<file path="src/rtl/pedest_btn_conditioner_if.sv">
// ---------------------------------------------------------------------------
// pedest_btn_conditioner_if
// Purpose : groups the pedestrian button conditioner's pin-side inputs and
//           conditioned outputs into one bundle.
// Signals :
//   btn_pin     raw asynchronous button pin (polarity set by ACTIVE_LOW)
//   clr_count   one-cycle request to zero press_count
//   button      debounced level, 1 = pressed
//   press_pulse one-cycle pulse when a press is accepted
//   press_count accepted presses, modulo 256
//   long_press  one-cycle pulse on a long hold (0 unless PB_LONG_PRESS_EN)
//   dbg_state   current debounce state, for observation only
// Handshake: there is no valid/ready pair. btn_pin is a free-running level,
//   clr_count is a single-cycle strobe sampled on every rising clk edge, and
//   all outputs are registered levels/pulses that are valid every cycle.
// Modports: master = stimulus/consumer side, slave = conditioner side.
// ---------------------------------------------------------------------------
interface pedest_btn_conditioner_if;
   logic       btn_pin;
   logic       clr_count;
   logic       button;
   logic       press_pulse;
   logic [7:0] press_count;
   logic       long_press;
   logic [1:0] dbg_state;

   modport master (
      output btn_pin,
      output clr_count,
      input  button,
      input  press_pulse,
      input  press_count,
      input  long_press,
      input  dbg_state
   );

   modport slave (
      input  btn_pin,
      input  clr_count,
      output button,
      output press_pulse,
      output press_count,
      output long_press,
      output dbg_state
   );
endinterface

</file>
<file path="src/rtl/pedest_btn_conditioner.sv">
// ---------------------------------------------------------------------------
// pedest_btn_conditioner
// Purpose : turns the raw pedestrian push-button pin into a clean debounced
//           'button' level, a one-cycle press pulse and a modulo-256 press
//           counter. Both press and release edges are debounced.
// Ports   :
//   clk  in  system clock
//   rst  in  synchronous reset, active high
//   bus  pedest_btn_conditioner_if.slave
//        btn_pin, clr_count in; button, press_pulse, press_count,
//        long_press, dbg_state out
// Parameters:
//   DEBOUNCE_CYCLES  stable cycles needed to accept an edge (min 2)
//   ACTIVE_LOW       1: pin reads 0 when pressed; 0: pin reads 1 when pressed
//   LONG_CYCLES      hold time for a long press (min 2)
// Build option:
//   PB_LONG_PRESS_EN  when defined, long_press pulses once per press after
//                     LONG_CYCLES cycles in the pressed states; otherwise
//                     long_press is constant 0. Ports are identical.
// All outputs are registered; no combinational input-to-output path.
// ---------------------------------------------------------------------------
module pedest_btn_conditioner #(
   parameter int DEBOUNCE_CYCLES = 500000,
   parameter int ACTIVE_LOW      = 1,
   parameter int LONG_CYCLES     = 50000000
) (
   input logic                     clk,
   input logic                     rst,
   pedest_btn_conditioner_if.slave bus
);

   localparam int DW = (DEBOUNCE_CYCLES > 2) ? $clog2(DEBOUNCE_CYCLES) : 1;
   localparam logic [DW-1:0] DEB_LAST = DW'(DEBOUNCE_CYCLES - 1);
   // Pin level that means "not pressed"; the sync flops reset to it.
   localparam logic PIN_IDLE = (ACTIVE_LOW != 0);

   typedef enum logic [1:0] {
      IDLE      = 2'd0,
      ARMING    = 2'd1,
      PRESSED   = 2'd2,
      RELEASING = 2'd3
   } state_t;

   state_t        r_state;
   state_t        w_next_state;
   logic [DW-1:0] r_deb_cnt;
   logic [DW-1:0] w_next_cnt;
   logic          w_accept;
   logic          w_raw_s;
   logic          r_sync1;
   logic          r_sync2;
   logic          r_button;
   logic          r_press_pulse;
   logic [7:0]    r_press_count;

   // Polarity-normalised synchronised pin: 1 = pressed.
   assign w_raw_s = (ACTIVE_LOW != 0) ? ~r_sync2 : r_sync2;

   always_comb begin
      w_next_state = r_state;
      w_next_cnt   = r_deb_cnt;
      w_accept     = 1'b0;
      case (r_state)
         IDLE: begin
            w_next_cnt = '0;
            if (w_raw_s) begin
               w_next_state = ARMING;
               w_next_cnt   = DW'(1);
            end
         end
         ARMING: begin
            if (!w_raw_s) begin
               w_next_state = IDLE;
               w_next_cnt   = '0;
            end else if (r_deb_cnt == DEB_LAST) begin
               w_next_state = PRESSED;
               w_next_cnt   = '0;
               w_accept     = 1'b1;
            end else begin
               w_next_cnt = r_deb_cnt + DW'(1);
            end
         end
         PRESSED: begin
            if (!w_raw_s) begin
               w_next_state = RELEASING;
               w_next_cnt   = DW'(1);
            end
         end
         RELEASING: begin
            if (w_raw_s) begin
               // Release bounce: back to PRESSED without a new pulse.
               w_next_state = PRESSED;
               w_next_cnt   = '0;
            end else if (r_deb_cnt == DEB_LAST) begin
               w_next_state = IDLE;
               w_next_cnt   = '0;
            end else begin
               w_next_cnt = r_deb_cnt + DW'(1);
            end
         end
         default: begin
            w_next_state = IDLE;
            w_next_cnt   = '0;
         end
      endcase
   end

   always_ff @(posedge clk) begin
      if (rst) begin
         r_state       <= IDLE;
         r_deb_cnt     <= '0;
         r_sync1       <= PIN_IDLE;
         r_sync2       <= PIN_IDLE;
         r_button      <= 1'b0;
         r_press_pulse <= 1'b0;
         r_press_count <= 8'd0;
      end else begin
         r_state       <= w_next_state;
         r_deb_cnt     <= w_next_cnt;
         r_sync1       <= bus.btn_pin;
         r_sync2       <= r_sync1;
         r_button      <= (w_next_state == PRESSED) || (w_next_state == RELEASING);
         r_press_pulse <= w_accept;
         // A clear coinciding with an accepted press clears first, then counts.
         if (w_accept) begin
            r_press_count <= bus.clr_count ? 8'd1 : (r_press_count + 8'd1);
         end else if (bus.clr_count) begin
            r_press_count <= 8'd0;
         end
      end
   end

   assign bus.button      = r_button;
   assign bus.press_pulse = r_press_pulse;
   assign bus.press_count = r_press_count;
   assign bus.dbg_state   = r_state;

`ifdef PB_LONG_PRESS_EN
   localparam int HW = (LONG_CYCLES > 2) ? $clog2(LONG_CYCLES) : 1;
   localparam logic [HW-1:0] HOLD_LAST = HW'(LONG_CYCLES - 1);

   logic [HW-1:0] r_hold_cnt;
   logic          r_long_done;
   logic          r_long_press;

   always_ff @(posedge clk) begin
      if (rst) begin
         r_hold_cnt   <= '0;
         r_long_done  <= 1'b0;
         r_long_press <= 1'b0;
      end else begin
         r_long_press <= 1'b0;
         // Count through release bounces; saturate so the pulse fires once.
         if ((r_state == PRESSED) || (r_state == RELEASING)) begin
            if (r_hold_cnt != HOLD_LAST) begin
               r_hold_cnt <= r_hold_cnt + HW'(1);
            end else if (!r_long_done) begin
               r_long_press <= 1'b1;
               r_long_done  <= 1'b1;
            end
         end
         // Entry to IDLE ends the press and rearms the long-press detector.
         if (w_next_state == IDLE) begin
            r_hold_cnt  <= '0;
            r_long_done <= 1'b0;
         end
      end
   end

   assign bus.long_press = r_long_press;
`else
   // Constant 0; the comparison is always false and keeps LONG_CYCLES referenced.
   assign bus.long_press = (LONG_CYCLES < 0);
`endif

endmodule
</file>
<file path="src/flat_wrapper.sv">
// flat-port wrapper written by rule: the top's interface ports become plain ports
module pedest_btn_conditioner_flat 
#(
   parameter int DEBOUNCE_CYCLES = 500000,
   parameter int ACTIVE_LOW      = 1,
   parameter int LONG_CYCLES     = 50000000
)
  (clk, rst, bus_btn_pin, bus_clr_count, bus_button, bus_press_pulse, bus_press_count, bus_long_press, bus_dbg_state);
  pedest_btn_conditioner_if bus_i ();
  input logic clk;
  input logic rst;
  input wire logic [$bits(bus_i.btn_pin)-1:0] bus_btn_pin;
  input wire logic [$bits(bus_i.clr_count)-1:0] bus_clr_count;
  output wire logic [$bits(bus_i.button)-1:0] bus_button;
  output wire logic [$bits(bus_i.press_pulse)-1:0] bus_press_pulse;
  output wire logic [$bits(bus_i.press_count)-1:0] bus_press_count;
  output wire logic [$bits(bus_i.long_press)-1:0] bus_long_press;
  output wire logic [$bits(bus_i.dbg_state)-1:0] bus_dbg_state;
  assign bus_i.btn_pin = bus_btn_pin;
  assign bus_i.clr_count = bus_clr_count;
  assign bus_button = bus_i.button;
  assign bus_press_pulse = bus_i.press_pulse;
  assign bus_press_count = bus_i.press_count;
  assign bus_long_press = bus_i.long_press;
  assign bus_dbg_state = bus_i.dbg_state;
  pedest_btn_conditioner #(.DEBOUNCE_CYCLES(DEBOUNCE_CYCLES), .ACTIVE_LOW(ACTIVE_LOW), .LONG_CYCLES(LONG_CYCLES)) u_core (.clk(clk), .rst(rst), .bus(bus_i));
endmodule
</file>
<file path="config.mk">
export PLATFORM = sky130hd
export DESIGN_NAME = pedest_btn_conditioner_flat
export DESIGN_NICKNAME = d
export VERILOG_FILES = /design/src/rtl/pedest_btn_conditioner_if.sv /design/src/rtl/pedest_btn_conditioner.sv /design/src/flat_wrapper.sv
export SDC_FILE = /design/constraint.sdc
export NUM_CORES = 1
export LEC_CHECK = 0
export ABC_AREA = 1
export CORE_UTILIZATION = 55
export DETAILED_ROUTE_END_ITERATION = 10
export GPL_TIMING_DRIVEN = 1
export PLACE_DENSITY = 0.74
export SKIP_LAST_GASP = 1
export SLEW_MARGIN = 10
export SYNTH_ARGS = -nofsm -noshare
export SYNTH_HDL_FRONTEND = slang
export SYNTH_SLANG_ARGS = --single-unit
</file>
<file path="constraint.sdc">
create_clock -name clk -period 4.1 [get_ports clk]
set_input_delay 0.82 -clock clk [delete_from_list [all_inputs] [get_ports clk]]
set_output_delay 0.82 -clock clk [all_outputs]
set_load 0.01 [all_outputs]
</file>
==> results.md, run 1 <==
- Internal power: 0.4724 mW
- Reg clk slew, reported paths: ~0.10 ns
- Mapped cell area: about 1900 sq um
- Syn Area/Cell: approximately 6.4 sq um
- Largest net degree at the start of global routing: 21
- Ys flop type: dfxtp_1
- Filler cells: 329
- Endpoints failing setup: 0
- Worst skew pair latency: 0.34 ns
- Highest net fanout along the worst path: 10
- MaxCap Viol Count: 0
- Ys async rst share: 0%
- Clock Tree Root: clkbuf_4
- CTS resizes: 0
- Core Footprint: 3337 sq um
- Worst path bufs/invs: 1
- Status: finished clean
- Clk pwr share: 43.3%
- Crit. End Element: output port
- Top cells by area, synth: dfxtp_1, nand2_1, nand3_1, nor2_1, inv_1
- Headroom to the max-slew limit: a little over two fifths
- Largest stage delay, worst path: between 0.6 and 0.7 ns
- # rows: 21
- Sequential share of power: a little over half
- Tot GR Track Use: 26.61%
- Drt drc: 0
- Design area: roughly 2200 sq um
- Actual slew at the worst max-slew pin: 0.8511 ns
- P_sw: approximately 0.12 mW
- Most frequent cells after synthesis: nand2_1, nor2_1, inv_1
- ANT cells: 0
- DIE HEIGHT: 61.21 microns
- Width of the die: approximately 61 microns
- Synth Instances: about 300
- Synth Register Bits: 33
- CTS tree: done
- Syn-to-layout area delta: 12.33%
- Syn Nets: roughly 310
- Crit-path leading delay family: buffers and inverters
- Fin worst setup slack: around 1.8 ns
- Total detailed-routing wirelength: 4409 microns
- Clk sinks: 33
- Port Buf Inserts: 15
- RD Place Congestion: 0.8618
- Fin nets: roughly 320
- Seq/Total Area, Yosys: 34.26%
- GR Overflow Total: 0
- Final hold violation count: 0
- Minimum clock period: 2.326 ns
- Cell with the most instances after synthesis: nand2_1
- Netlist cell types: 28
- DRT antenna net count: 0
- Synth top area share: between 30 and 40%
- Hold Slack: roughly 0.44 ns
- Die area: ~3700 sq um
- Worst EP arrival: between 1.5 and 2 ns
- Boundary Pins: 17
- Synthesis Warnings: 0
- Power Density: 275.4 nW/um^2
- Hold-fix buffers at CTS: 0
- Crit path max-delay cell type: clkdlybuf4s50_1
- Num CTS Buffers: 5
- Post-DP HPWL: roughly 3200 microns
- Post-DR wirelength/cell: 12.25 microns
- Clock skew: around 0.0065 ns
- RSZ-0062 raised after global routing: false
- Area after DPL: roughly 2100 sq um
- DR vias/cell: 5.208
- Crit start category: flop
- Post-CTS Setup Inserts: 0
- Cell Chain, Critical Path: clkdlybuf4s50_1
- Post-synth top area cell: dfxtp_1
- Post-synth EDFFs: 0
- Crit path kind: reg2out
- Via count: 1,875
- Final period util: a little under three fifths
- Maximum clock rate: between 0.4 and 0.5 GHz
- TritonRoute pass-1 iters: 4
- Util after Layout: between 60% and 70%
- Final Slew Violations: 0
- Leak: 0.7461 nW
- Worst EP required: 3.28 ns
- Initial Utilization: a little under 60%
- Switching Fraction: a little over a fifth
- Worst vdd rail ir drop: 149.2 uV
- FF+latch area: roughly 660 sq um
- Maximum clock insertion buffer count: 2
- Total Neg Setup Slack: 0 ns
- First-pass GRT wire length: ~7200 microns
- DRT iter0 DRCs: between 100 and 150
- Area of the multi-input gates: around 1100 sq um
- Share of layout cells above drive strength 1: about 8.6%
- Min-Delay Path Class: reg2reg
- Initial antenna violation count: 0
- Depth of the CTS H-tree: 2
- Number of global-route vias before repair: approximately 1,600
- Comb pwr share: around 2.5%
- Worst slack, placed: 1.580 ns
==> final cells by class <==
class | instances | area share [%]
Multi-Input combinational cell | 223 | 49.91
Sequential cell | 33 | 30.50
Timing Repair Buffer | 15 | 6.932
Inverter | 35 | 6.066
Tap cell | 46 | 2.657
Clock buffer | 7 | 2.542
Clock inverter | 1 | 1.386
==> state kept, by name, summed over array words and instances (netlist names) <==
register / count
u_core.r_deb_cnt: 19
u_core.bus.press_count: 8
u_core.bus.dbg_state: 2
u_core.bus.button: 1
u_core.bus.press_pulse: 1
u_core.r_sync1: 1
u_core.r_sync2: 1
==> final timing paths <==
path / from / to / slack [ns] / cells past startpoint
max: u_core.bus.dbg_state[0] / bus_dbg_state[0] / 1.77 / 1
min: u_core.r_sync1 / u_core.r_sync2 / 0.44 / 1
max reg2reg: u_core.bus.dbg_state[0] / u_core.r_deb_cnt[2] / 2.35 / 6
min reg2reg: u_core.r_sync1 / u_core.r_sync2 / 0.44 / 1
==> cells in the final DEF, fill, tap and decap left out, types with 2 or more instances in the layout <==
cell type        Yosys  layout
nand3_1             30      30
nand2_2              5       5
nor2_2               6       6
ha_1                 2       2
nor2_1              36      36
o21ai_0              9       9
nand3_2              3       3
xor2_1               4       4
dfxtp_1             33      33
nand2_1             82      82
or2_2                2       2
clkdlybuf4s50_1      0      15
nor2_4               2       2
inv_1               35      35
nor3_1               8       8
a21oi_1             20      20
nand4_1              7       7
clkbuf_4             0       5
==> layer usage <==
metal  routed length, microns  GRT usage, %
met4                       53         7.792
met5                        0             0
met2                     2057         43.79
met3                      214         5.672
met1                     2084         35.10
==> per-stage QoR <==
stage | instances | power (mW)
6_report | 360 | 0.5966
3_5_place_dp | 352 | 0.3455
5_1_grt | 360 | 0.6151
3_3_place_gp | 352 | 0.3455
4_1_cts | 360 | 0.6027
2_1_floorplan | 299 | 0.3400
==> power by group through the flow <==
| stage | Combinational [mW] | Sequential, mW | Clock (mW) |
|---|---|---|---|
| after floorplan | 0.00986 | 0.330 | 0 |
| after global placement | 0.0144 | 0.331 | 0 |
| after detailed placement | 0.0145 | 0.331 | 0 |
| after CTS | 0.0145 | 0.324 | 0.265 |
| after global routing | 0.0165 | 0.324 | 0.275 |
| final | 0.0147 | 0.324 | 0.258 |
==> cells by family after synthesis <==
logic type,Yosys count,synth area share [%]
and+or+nand+nor,184,44.13
other,1,0.1945
AOI/OAI and AO/OA,31,8.176
buffers and inverters,43,9.669
xor gates and xnor gates,5,2.271
adders and majority gates,2,1.298
DFF,33,34.26
Note: power is estimated with default switching activity, not from simulation.
==> run 2, diff against run 1 <==
- clock period: 4.1 -> 2.15 ns (I/O delays scaled with it)
==> results.md, run 2 (same netlist as run 1, synthesis figures left out) <==
- Min-Delay Path Class: reg2reg
- Minimum clock period: 1.848 ns
- Number of global-route vias before repair: 1,730
- MaxCap Viol Count: 0
- FF-to-FF path depth: 8
- Total detailed-routing wirelength: ~4600 microns
- Hold-fix buffers at CTS: 0
- RSZ-0062 raised after global routing: false
- DRT iter0 DRCs: roughly 120
- Worst skew pair latency: 0.34 ns
- Clk sinks: 33
- Largest register FFs: 19
- Final Slew Violations: 0
- Share of layout cells above drive strength 1: around a tenth
- Endpoints failing setup: 0
- Highest net fanout along the worst path: 6
- Worst EP arrival: 1.42 ns
- Final period util: 85.96%
- Total Neg Setup Slack: 0 ns
- Most frequent cells in the layout: nand2_1, nor2_1, inv_1
- Worst vdd rail ir drop: 534.6 uV
- Crit path kind: reg2out
- First-pass GRT wire length: 7258 microns
- Crit-path leading delay family: buffers and inverters
- WHS Path Cells: 1
- ANT cells: 0
- Depth of the CTS H-tree: 2
- Hold Slack: 0.4207 ns
- Biggest register: u_core.r_deb_cnt
- Clock Tree Root: clkbuf_4
- Boundary Pins: 17
- TritonRoute pass-1 iters: 4
- Maximum clock insertion buffer count: 2
- GR Overflow Total: 0
- Post-CTS Setup Inserts: 0
- Syn-to-layout area delta: 14.47%
- Largest net degree at the start of global routing: 20
- Critical path depth in cells: 1
- Fin nets: 324
- # rows: 21
- DRT antenna net count: 0
- Die area: around 3700 sq um
- Tot GR Track Use: a little over a quarter
- Via count: about 1,900
- Maximum clock rate: ~0.54 GHz
- Post-DR wirelength/cell: approximately 13 microns
- Largest stage delay, worst path: 0.59 ns
- DR vias/cell: about 5.3
- Crit. End Element: output port
- Initial antenna violation count: 0
- CTS tree: done
- Worst EP required: around 1.7 ns
- Leak: roughly 0.77 nW
- Crit path max-delay cell type: clkdlybuf4s50_1
- Reg clk slew, reported paths: around 0.12 ns
- Num CTS Buffers: 5
- Port Buf Inserts: 15
- Core Footprint: between 3000 and 4000 sq um
- Worst path bufs/invs: 1
- Crit start category: flop
- Final hold violation count: 0
- DIE HEIGHT: between 60 and 70 microns
- Initial Utilization: slightly below 60%
- Cell Chain, Critical Path: clkdlybuf4s50_1
- Post-DP HPWL: 3324 microns
- Width of the die: between 60 and 70 microns
- Clock skew: 0.01146 ns
- CTS resizes: 0
- Commonest non-fill, non-tap cell in the layout: nand2_1
- Status: finished clean
- RD Place Congestion: just over 0.9
- Power Density: between 500 and 600 nW/um^2
- Drt drc: 0
## run 2: changes by cell type in the layout (fill, tap and decap cells not counted), sizes merged
cell / previous run / this run
clkbuf: 7 / 6
buf: 0 / 5
clkinvlp: 0 / 1
## run 2: metal layers
| layer | GRT usage (%) | part of all wire, % | up-vias | wire length [microns] |
|---|---|---|---|---|
| li1 | - | - | 989 | - |
| met1 | 30.23 | 44 | 872 | 2028 |
| met2 | 48.14 | 50 | 55 | 2287 |
| met3 | 5.462 | 4.5 | 8 | 207 |
| met4 | 8.766 | 1.6 | 0 | 72 |
| met5 | 0 | 0 | - | 0 |
## run 2: area by class of cell
class / instances / area (sq um)
Clock buffer: 6 / 51.30
Clock inverter: 2 / 37.54
Fill cell: 321 / 1130
Inverter: 35 / 131.4
Multi-Input combinational cell: 223 / 1081
Sequential cell: 33 / 660.6
Tap cell: 46 / 57.56
Timing Repair Buffer: 20 / 187.7
## run 2: metrics by stage
stage | total power, mW | std cells | utilization, % | setup slack [ns] | area [sq um]
floorplan | 0.6484 | 299 | - | 0.6659 | 1928
global placement | 0.6619 | 357 | 63.48 | 0.4457 | 2118
detailed placement | 0.6628 | 357 | 63.48 | 0.3776 | 2118
CTS | 1.159 | 365 | 66.14 | 0.3163 | 2207
global route | 1.185 | 365 | 66.14 | 0.2745 | 2207
finish | 1.151 | 365 | 66.14 | 0.3020 | 2207
## run 2: worst register-to-register path: stages, from the launching register on
cell	delay, ns
dfxtp_1	0.39
ha_1	0.23
nand2_2	0.10
nor2_2	0.14
nand3_1	0.10
nor2_1	0.12
nand4_2	0.20
nor3_1	0.21
nor2_1	0.07
## run 2: path summary, 6_finish.rpt
path                              from                   endpoint  slack (ns)
max reg2reg        u_core.r_deb_cnt[0]  u_core.bus.press_count[7]        0.49
max          u_core.bus.press_count[0]         bus_press_count[0]        0.30
min                     u_core.r_sync1             u_core.r_sync2        0.42
min reg2reg             u_core.r_sync1             u_core.r_sync2        0.42
## run 2: where the power goes
group / internal [mW] / switching [mW] / leakage (nW) / total, mW
Combinational: 0.0122 / 0.0210 / 0.461 / 0.0332
Clock: 0.276 / 0.225 / 0.0445 / 0.502
Sequential: 0.614 / 0.00266 / 0.266 / 0.616
